==> src/rtl/store_buffer_if.sv <==
// store_buffer_if: core-side store/load port, RAM read/write ports and status of the store buffer.
interface store_buffer_if #(parameter int CNT_W = 3);
  logic mem_write;
  logic [31:0] data_addr_m;
  logic [31:0] write_data_m;
  logic [31:0] read_data_m;
  logic [31:0] ram_raddr;
  logic [31:0] ram_rdata;
  logic ram_wreq;
  logic [31:0] ram_waddr;
  logic [31:0] ram_wdata;
  logic ram_wack;
  logic full;
  logic empty;
  logic overflow;
  logic [CNT_W-1:0] count;
  modport master (
    output mem_write, data_addr_m, write_data_m, ram_rdata, ram_wack,
    input read_data_m, ram_raddr, ram_wreq, ram_waddr, ram_wdata, full, empty, overflow, count
  );
  modport slave (
    input mem_write, data_addr_m, write_data_m, ram_rdata, ram_wack,
    output read_data_m, ram_raddr, ram_wreq, ram_waddr, ram_wdata, full, empty, overflow, count
  );
endinterface

==> src/rtl/store_buffer.sv <==
// store_buffer: FIFO of word stores drained to RAM by req/ack, with store-to-load forwarding.
module store_buffer #(
  parameter int DEPTH = 4,
  parameter int CNT_W = $clog2(DEPTH) + 1
) (
  input logic clk,
  input logic rst,
  store_buffer_if.slave sb
);
  localparam int PW = $clog2(DEPTH);
  logic [31:0] addr_q [DEPTH];
  logic [31:0] data_q [DEPTH];
  logic [PW-1:0] head, tail, idx;
  logic [CNT_W-1:0] cnt;
  logic ovf, full, empty, push, pop;
  logic [31:0] fwd;
  assign full = cnt == CNT_W'(DEPTH);
  assign empty = cnt == '0;
  assign push = sb.mem_write && !full;
  assign pop = !empty && sb.ram_wack;
  always_ff @(posedge clk) begin
    if (rst) begin
      head <= '0;
      tail <= '0;
      cnt <= '0;
      ovf <= 1'b0;
    end else begin
      if (push) tail <= tail + 1'b1;
      if (pop) head <= head + 1'b1;
      cnt <= cnt + CNT_W'(push) - CNT_W'(pop);
      if (sb.mem_write && full) ovf <= 1'b1;
    end
  end
  always_ff @(posedge clk) begin
    if (push) begin
      addr_q[tail] <= sb.data_addr_m;
      data_q[tail] <= sb.write_data_m;
    end
  end
  // walk oldest to youngest so the last match wins
  always_comb begin
    fwd = sb.ram_rdata;
    idx = '0;
    for (int i = 0; i < DEPTH; i++) begin
      idx = head + PW'(i);
      if (CNT_W'(i) < cnt && addr_q[idx][31:2] == sb.data_addr_m[31:2]) fwd = data_q[idx];
    end
  end
  assign sb.read_data_m = fwd;
  assign sb.ram_raddr = sb.data_addr_m;
  assign sb.ram_wreq = !empty;
  assign sb.ram_waddr = addr_q[head];
  assign sb.ram_wdata = data_q[head];
  assign sb.full = full;
  assign sb.empty = empty;
  assign sb.overflow = ovf;
  assign sb.count = cnt;
endmodule

==> src/flat_wrapper.sv <==
// flat-port wrapper written by rule: the top's interface ports become plain ports
module store_buffer_flat 
#(
  parameter int DEPTH = 4,
  parameter int CNT_W = $clog2(DEPTH) + 1
)
  (clk, rst, sb_mem_write, sb_data_addr_m, sb_write_data_m, sb_ram_rdata, sb_ram_wack, sb_read_data_m, sb_ram_raddr, sb_ram_wreq, sb_ram_waddr, sb_ram_wdata, sb_full, sb_empty, sb_overflow, sb_count);
  store_buffer_if #(.CNT_W(CNT_W)) sb_i ();
  input logic clk;
  input logic rst;
  input wire logic [$bits(sb_i.mem_write)-1:0] sb_mem_write;
  input wire logic [$bits(sb_i.data_addr_m)-1:0] sb_data_addr_m;
  input wire logic [$bits(sb_i.write_data_m)-1:0] sb_write_data_m;
  input wire logic [$bits(sb_i.ram_rdata)-1:0] sb_ram_rdata;
  input wire logic [$bits(sb_i.ram_wack)-1:0] sb_ram_wack;
  output wire logic [$bits(sb_i.read_data_m)-1:0] sb_read_data_m;
  output wire logic [$bits(sb_i.ram_raddr)-1:0] sb_ram_raddr;
  output wire logic [$bits(sb_i.ram_wreq)-1:0] sb_ram_wreq;
  output wire logic [$bits(sb_i.ram_waddr)-1:0] sb_ram_waddr;
  output wire logic [$bits(sb_i.ram_wdata)-1:0] sb_ram_wdata;
  output wire logic [$bits(sb_i.full)-1:0] sb_full;
  output wire logic [$bits(sb_i.empty)-1:0] sb_empty;
  output wire logic [$bits(sb_i.overflow)-1:0] sb_overflow;
  output wire logic [$bits(sb_i.count)-1:0] sb_count;
  assign sb_i.mem_write = sb_mem_write;
  assign sb_i.data_addr_m = sb_data_addr_m;
  assign sb_i.write_data_m = sb_write_data_m;
  assign sb_i.ram_rdata = sb_ram_rdata;
  assign sb_i.ram_wack = sb_ram_wack;
  assign sb_read_data_m = sb_i.read_data_m;
  assign sb_ram_raddr = sb_i.ram_raddr;
  assign sb_ram_wreq = sb_i.ram_wreq;
  assign sb_ram_waddr = sb_i.ram_waddr;
  assign sb_ram_wdata = sb_i.ram_wdata;
  assign sb_full = sb_i.full;
  assign sb_empty = sb_i.empty;
  assign sb_overflow = sb_i.overflow;
  assign sb_count = sb_i.count;
  store_buffer #(.DEPTH(DEPTH), .CNT_W(CNT_W)) u_core (.clk(clk), .rst(rst), .sb(sb_i));
endmodule
==> config.mk <==
export PLATFORM = sky130hd
export DESIGN_NAME = store_buffer_flat
export DESIGN_NICKNAME = d
export VERILOG_FILES = /design/src/rtl/store_buffer_if.sv /design/src/rtl/store_buffer.sv /design/src/flat_wrapper.sv
export SDC_FILE = /design/constraint.sdc
export NUM_CORES = 1
export LEC_CHECK = 0
export ABC_AREA = 1
export BUFFER_PORTS_ARGS = -buffer_cell sky130_fd_sc_hd__buf_2
export CORE_MARGIN = 1.5
export CORE_UTILIZATION = 35
export DETAILED_ROUTE_END_ITERATION = 10
export GPL_ROUTABILITY_DRIVEN = 0
export SETUP_SLACK_MARGIN = 0.2
export SLEW_MARGIN = 20
export SYNTH_ARGS = -nofsm -noshare
export SYNTH_HDL_FRONTEND = slang
export SYNTH_SLANG_ARGS = --single-unit
==> constraint.sdc <==
create_clock -name clk -period 4.5 [get_ports clk]
set_clock_uncertainty 0.1 [all_clocks]
set_input_delay 0.9 -clock clk [delete_from_list [all_inputs] [get_ports clk]]
set_output_delay 0.9 -clock clk [all_outputs]
set_load 0.05 [all_outputs]
# After elaboration in Yosys (flattened, before gate mapping)
# Memories as Yosys holds them, arrays and structs flattened. A register that Yosys moved wholly into a read port is not among the register bits.
# Cells that the tools add are included.
[word_totals]
out_inout_bits = 135
inputBits = 100
latch_bits = 0
memories = 2
regBits = 8
rom_bits = 0
ramBits = 256
wordCells = 41
[mem_list]
columns = ["name", "words", "width", "rd", "rd_clocked_by_memory_dff", "write_ports", "line_no", "source"]
rows = [
  ["u_core.addr_q", 4, 32, 4, 1, 1, "store_buffer.sv:11", "logic [31:0] addr_q [DEPTH];"],
  ["u_core.data_q", 4, 32, 4, 1, 1, "store_buffer.sv:12", "logic [31:0] data_q [DEPTH];"],
]
[op_classes]
n_mux = 10
div = 0
n_eq_ne = 5
shifts = 0
reduce_logical = 10
order_cmp = 4
n_mul = 0
addsub = 6
bitwise = 0
[op_table]
columns = ["cell", "count"]
rows = [
  ["32-bit 2-to-1 mux", 4],
  ["30-bit equality test", 4],
  ["2-bit 2-to-1 mux", 4],
  ["1-bit logical AND", 7],
  ["1-bit by 3-bit less-than comparator with 1-bit output (first input constant)", 2],
  ["2-bit by 3-bit less-than comparator with 1-bit output (first input constant)", 2],
  ["2-bit by 1-bit adder with 2-bit output (second input constant)", 2],
  ["2-bit adder (second input constant)", 2],
  ["3-bit by 1-bit adder with 3-bit output", 1],
  ["3-bit equality test (second input constant)", 1],
  ["3-bit zero test", 1],
  ["3-bit by 1-bit subtractor with 3-bit output", 1],
  ["1-bit zero test", 2],
  ["1-bit 2-to-1 mux", 2],
]

# Logic depth before layout (Yosys ltp)
# An unclocked memory read counts as a cell.
[depth]
depth_word = 7
mapped_depth = 21
ltp_nobuf = 18

# Worst setup path after synthesis
# Ideal clock, no wire load.
[synth_path]
kind = "reg-to-reg"
startpoint = "register u_core.cnt[1], in the netlist u_core.sb.count[1]"
endpoint = "memory u_core.addr_q[0][0], enable pin"
synth_period_minus_slack_ns = 4.801
n_path_buf = 0
setup_time_ns = 0.486
arrival_time_ns = 4.214
t_required_ns = 3.914
slack_ns = -0.301
path_stages_with_launch = 5
cell_sequence = "dfxtp_1 nor3_1 nor2_1 inv_1 nor2_1"
[synth_between]
elab_chain_cells = 5
[synth_lines]
columns = ["item", "line_no", "source"]
rows = [
  ["from (decl)", "store_buffer.sv:14", "logic [CNT_W-1:0] cnt;"],
  ["from (signal assigned)", "store_buffer.sv:30", "cnt <= cnt + CNT_W'(push) - CNT_W'(pop);"],
  ["3-bit equality test", "store_buffer.sv:17", "assign full = cnt == CNT_W'(DEPTH);"],
  ["via sb_full", "flat_wrapper.sv:21", "output wire logic [$bits(sb_i.full)-1:0] sb_full;"],
  ["1-bit zero test", "store_buffer.sv:19", "assign push = sb.mem_write && !full;"],
  ["1-bit logical AND", "store_buffer.sv:19", ""],
  ["via u_core.push", "store_buffer.sv:15", "logic ovf, full, empty, push, pop;"],
  ["1-bit 2-to-1 mux", "store_buffer.sv:35", "if (push) begin"],
  ["1-bit 2-to-1 mux (implied by the code)", "store_buffer.sv:36", "addr_q[tail] <= sb.data_addr_m;"],
  ["to (decl)", "store_buffer.sv:11", ""],
]
# The timed path passes the listed nets, and every way through them passes these cells.

# Worst setup path after layout
[layout_path]
startpoint = "register u_core.head[0]"
endpoint = "output sb_read_data_m[27]"
[layout_between]
elab_chain_cells = 7
[layout_lines]
columns = ["item", "line_no", "source"]
rows = [
  ["from (decl)", "store_buffer.sv:13", "logic [PW-1:0] head, tail, idx;"],
  ["from (signal assigned)", "store_buffer.sv:29", "if (pop) head <= head + 1'b1;"],
  ["2-bit by 1-bit adder with 2-bit output", "store_buffer.sv:45", "idx = head + PW'(i);"],
  ["memory read 4 x 32 bit", "--", ""],
  ["30-bit equality test", "store_buffer.sv:46", "if (CNT_W'(i) < cnt && addr_q[idx][31:2] == sb.data_addr_m[31:2]) fwd = data_q[idx];"],
  ["1-bit logical AND", "store_buffer.sv:46", ""],
  ["32-bit 2-to-1 mux (2 in series)", "store_buffer.sv:46", ""],
  ["32-bit 2-to-1 mux (*)", "store_buffer.sv:46", ""],
  ["to (decl)", "flat_wrapper.sv:16", "output wire logic [$bits(sb_i.read_data_m)-1:0] sb_read_data_m;"],
]
# Mark *: on every way between the ends. The rest lies on a longest branch, timed or not.

==> results by group <==
Run status
  • Status: complete, no violations

Logic synthesis
  • Synthesized flop and latch total: around 270
  • Number of synthesized flops with an enable pin: 256
  • Netlist cell types: 34
  • YS warnings: 0
  • Gate Count Post-Synth: 2641
  • Avg Inst Size Synth: ~7.1 µm²
  • Net Count, Synth: 2750
  • Ys flop type: edfxtp_1
  • Synth async-reset ratio: 0
  • Mapped Area: 18700 µm²
  • Sequential share of the synthesized area: 0.423

Clock network
  • Clk_lat worst skew: between 0.5 and 0.6 ns
  • Reg clk slew, reported paths: around 0.060 ns
  • CTS tree: done
  • Bufs on Longest Clock Path: 3
  • Clk sinks: roughly 270
  • Clock buffers created by TritonCTS: 34
  • Root Driver: clkbuf_16
  • H-tree levels: 2
  • Hold_buf cts: 0

Cells and area
  • Finished Layout Cells: approximately 3600
  • Most frequent cells in the layout: nand2_1 (1085), nand3_1 (261), edfxtp_1 (256)
  • # nets final: around 3000
  • Layout cells sized above 1: 0.184
  • Most common cell after layout, fill and taps aside: nand2_1
  • Area grow syn2layout: 25.6%

STA
  • Max Transition Viols Final: 0
  • Setup violators final: 0
  • Final Critical Period: ~4.3 ns
  • Final worst setup slack: roughly 0.23 ns
  • Max-slew headroom: 0.521
  • Fmax: roughly 230 MHz
  • Hold Fails Final Rpt: 0
  • RSZ-0062 raised after global routing: true
  • Crit share post-route: 0.949
  • Worst slew pin tran: just over 0.7 ns

GRT
  • First-pass GRT wire length: ~110 mm
  • Grt total ovfl: 0
  • Initial antenna violation count: 5
  • GRT Total Usage: 0.272
  • Pin count of the biggest net entering global routing: 65
  • Vias in the first global route: 18600

Hold path
  • Tightest Hold Check Type: reg -> reg

Routing
  • WL met1: approximately 31 mm
  • Initial DRC count: approximately 2400
  • DRT Wirelength: between 80 and 90 mm
  • DR WL/cell: about 23 µm
  • Max layer used: met5
  • Final ANT Viol Nets: 0
  • DRC violations left: 0
  • Met2 Wirelength: around 35 mm
  • Vias per cell: ~5.7
  • Drt first pass iters: 6
  • DR vias: 20500
  • Wire length on met3: approximately 9.7 mm

Floorplanning
  • Number of top-level pins: 235
  • Initial Util: 0.354
  • Die span in y: ~230 µm
  • Row count: 84
  • Core area: 52700 µm²
  • Die Wd: between 200 and 250 µm
  • Die area: around 55000 µm²

Place
  • Placed cells: about 3400
  • Port buffer count: between 200 and 250
  • DP HPWL: 47.6 mm
  • Worst slack at placement: 0.246 ns

Worst setup path
  • Critical path peak fanout: 8
  • Worst endpoint required time: between 3 and 4 ns
  • Most repeated library cell on the critical path: nand2_1
  • Crit Path Category: reg -> out
  • Crit path DAT: roughly 3.3 ns
  • Worst setup EP type: output port
  • CP Buf/Inv Count: 5
  • Crit path largest cell delay: around 0.38 ns
  • Worst Setup Start Kind: flop
  • CP cell instances: buf_12, clkbuf_16, or2_2, nand3_1, nand2_1, nand2_2, o21ai_0, nor2_1, nand2_1, nor2_2, nand2_2, nor2_4, buf_12, clkbuf_16, a21oi_1, nand2_1, nand2_1, buf_4
  • Worst path top cell family by delay: simple AND/OR/NAND/NOR gates
  • Critical-path top delay cell: dfxtp_4

Pwr
  • Cell Pwr Density: about 610 nW/µm²
  • Leak Pwr: 10.7 nW
  • VDD IR-drop max: approximately 440 µV
  • Total Power: roughly 14 mW

Job
  • MaxCap Viol Count: 0
-- report_power, final --
part           internal, mW  switching (mW)
Combinational          2.44            5.96
Clock                  1.41            1.16
Sequential             3.01           0.200
-- final cells by class --
class,count,area (µm²)
repair buffers,366,3300
well taps,688,861
clock buffers,41,877
fillers,5104,29200
clock inverters,20,155
diodes,3,7.51
flip-flops and latches,266,7900
multi-input cells,1954,9350
repair inverters,1,11.3
inverters,243,972
-- state kept, by name (all words and copies together), names as in the netlist, named ones only --
name and cells:
u_core.tail 2, u_core.addr_q 128, u_core.data_q 128, u_core.head 2
u_core.sb.count 3, u_core.sb.overflow 1
-- layer usage --
layer | vias up | track usage
li1 | 9157 | -
met1 | 9543 | 0.355
met2 | 1405 | 0.431
met3 | 344 | 0.0525
met4 | 4 | 0.137
met5 | - | 0
-- logic make-up (layout without fill, tap and decap cells) --
logic type / after synthesis / in the layout / share of synthesized area
other: 0 / 3 / 0
adder cells (fa/ha/maj): 9 / 9 / 0.00644
XOR/XNOR: 17 / 17 / 0.00798
AO/OA/AOI/OAI: 369 / 369 / 0.115
buffers and inverters: 423 / 671 / 0.101
flip-flops: 266 / 266 / 0.423
multiplexers: 32 / 32 / 0.0172
AND/OR/NAND/NOR: 1525 / 1527 / 0.330
-- cells in the mapped netlist (10+ instances only) --
master / count / area, µm²
nand2_1: 1128 / 4230
a21oi_1: 84 / 420
buf_1: 15 / 56.3
o21ai_1: 16 / 80.1
nand4_1: 14 / 87.6
a221oi_1: 32 / 280
edfxtp_1: 256 / 7690
mux2i_1: 32 / 320
buf_2: 63 / 315
inv_1: 238 / 893
a32oi_1: 32 / 280
clkbuf_1: 52 / 195
dfxtp_1: 10 / 200
nand3_1: 270 / 1350
xor2_1: 16 / 140
nor2_1: 94 / 353
o21ai_0: 178 / 891
a22oi_1: 22 / 165
buf_4: 44 / 330
-- worst min-delay path, cell delays in order, from the launching register on --
cell and delay (ns):
dfxtp_1 0.31, inv_1 0.05, a21oi_1 0.06
-- metrics by stage --
stage                util  area (µm²)  setup TNS [ns]  hold WS [ns]
floorplan               -       18700          -77.01         0.375
global placement    0.387       20400               0         0.339
detailed placement  0.387       20400               0         0.359
CTS                 0.424       22300               0         0.373
global route        0.445       23400               0         0.391
finish              0.445       23400               0         0.367
-- repair_timing --
action / 4_1_cts / 5_1_grt
gates resized for setup: 93 / 127
gates cloned: 14 / 22
pin swaps: 8 / 27
setup buffers: 20 / 20
endpoints found under the setup margin: 32 / 32
-- worst paths after layout --
check / slack, ns / end / from / cells past startpoint
worst max register to register: 1.93 / u_core.data_q[0][7]$_DFFE_PP_ / u_core.sb.count[2]$_SDFF_PP0_ / 6
worst min-delay path: 0.37 / u_core.sb.overflow$_SDFFE_PP0P_ / u_core.sb.overflow$_SDFFE_PP0P_ / 2
worst min register to register: 0.37 / u_core.sb.overflow$_SDFFE_PP0P_ / u_core.sb.overflow$_SDFFE_PP0P_ / 2
worst max-delay path: 0.23 / sb_read_data_m[27] / u_core.head[0]$_SDFFE_PP0P_ / 18
Power figures use the tool's default switching activity.
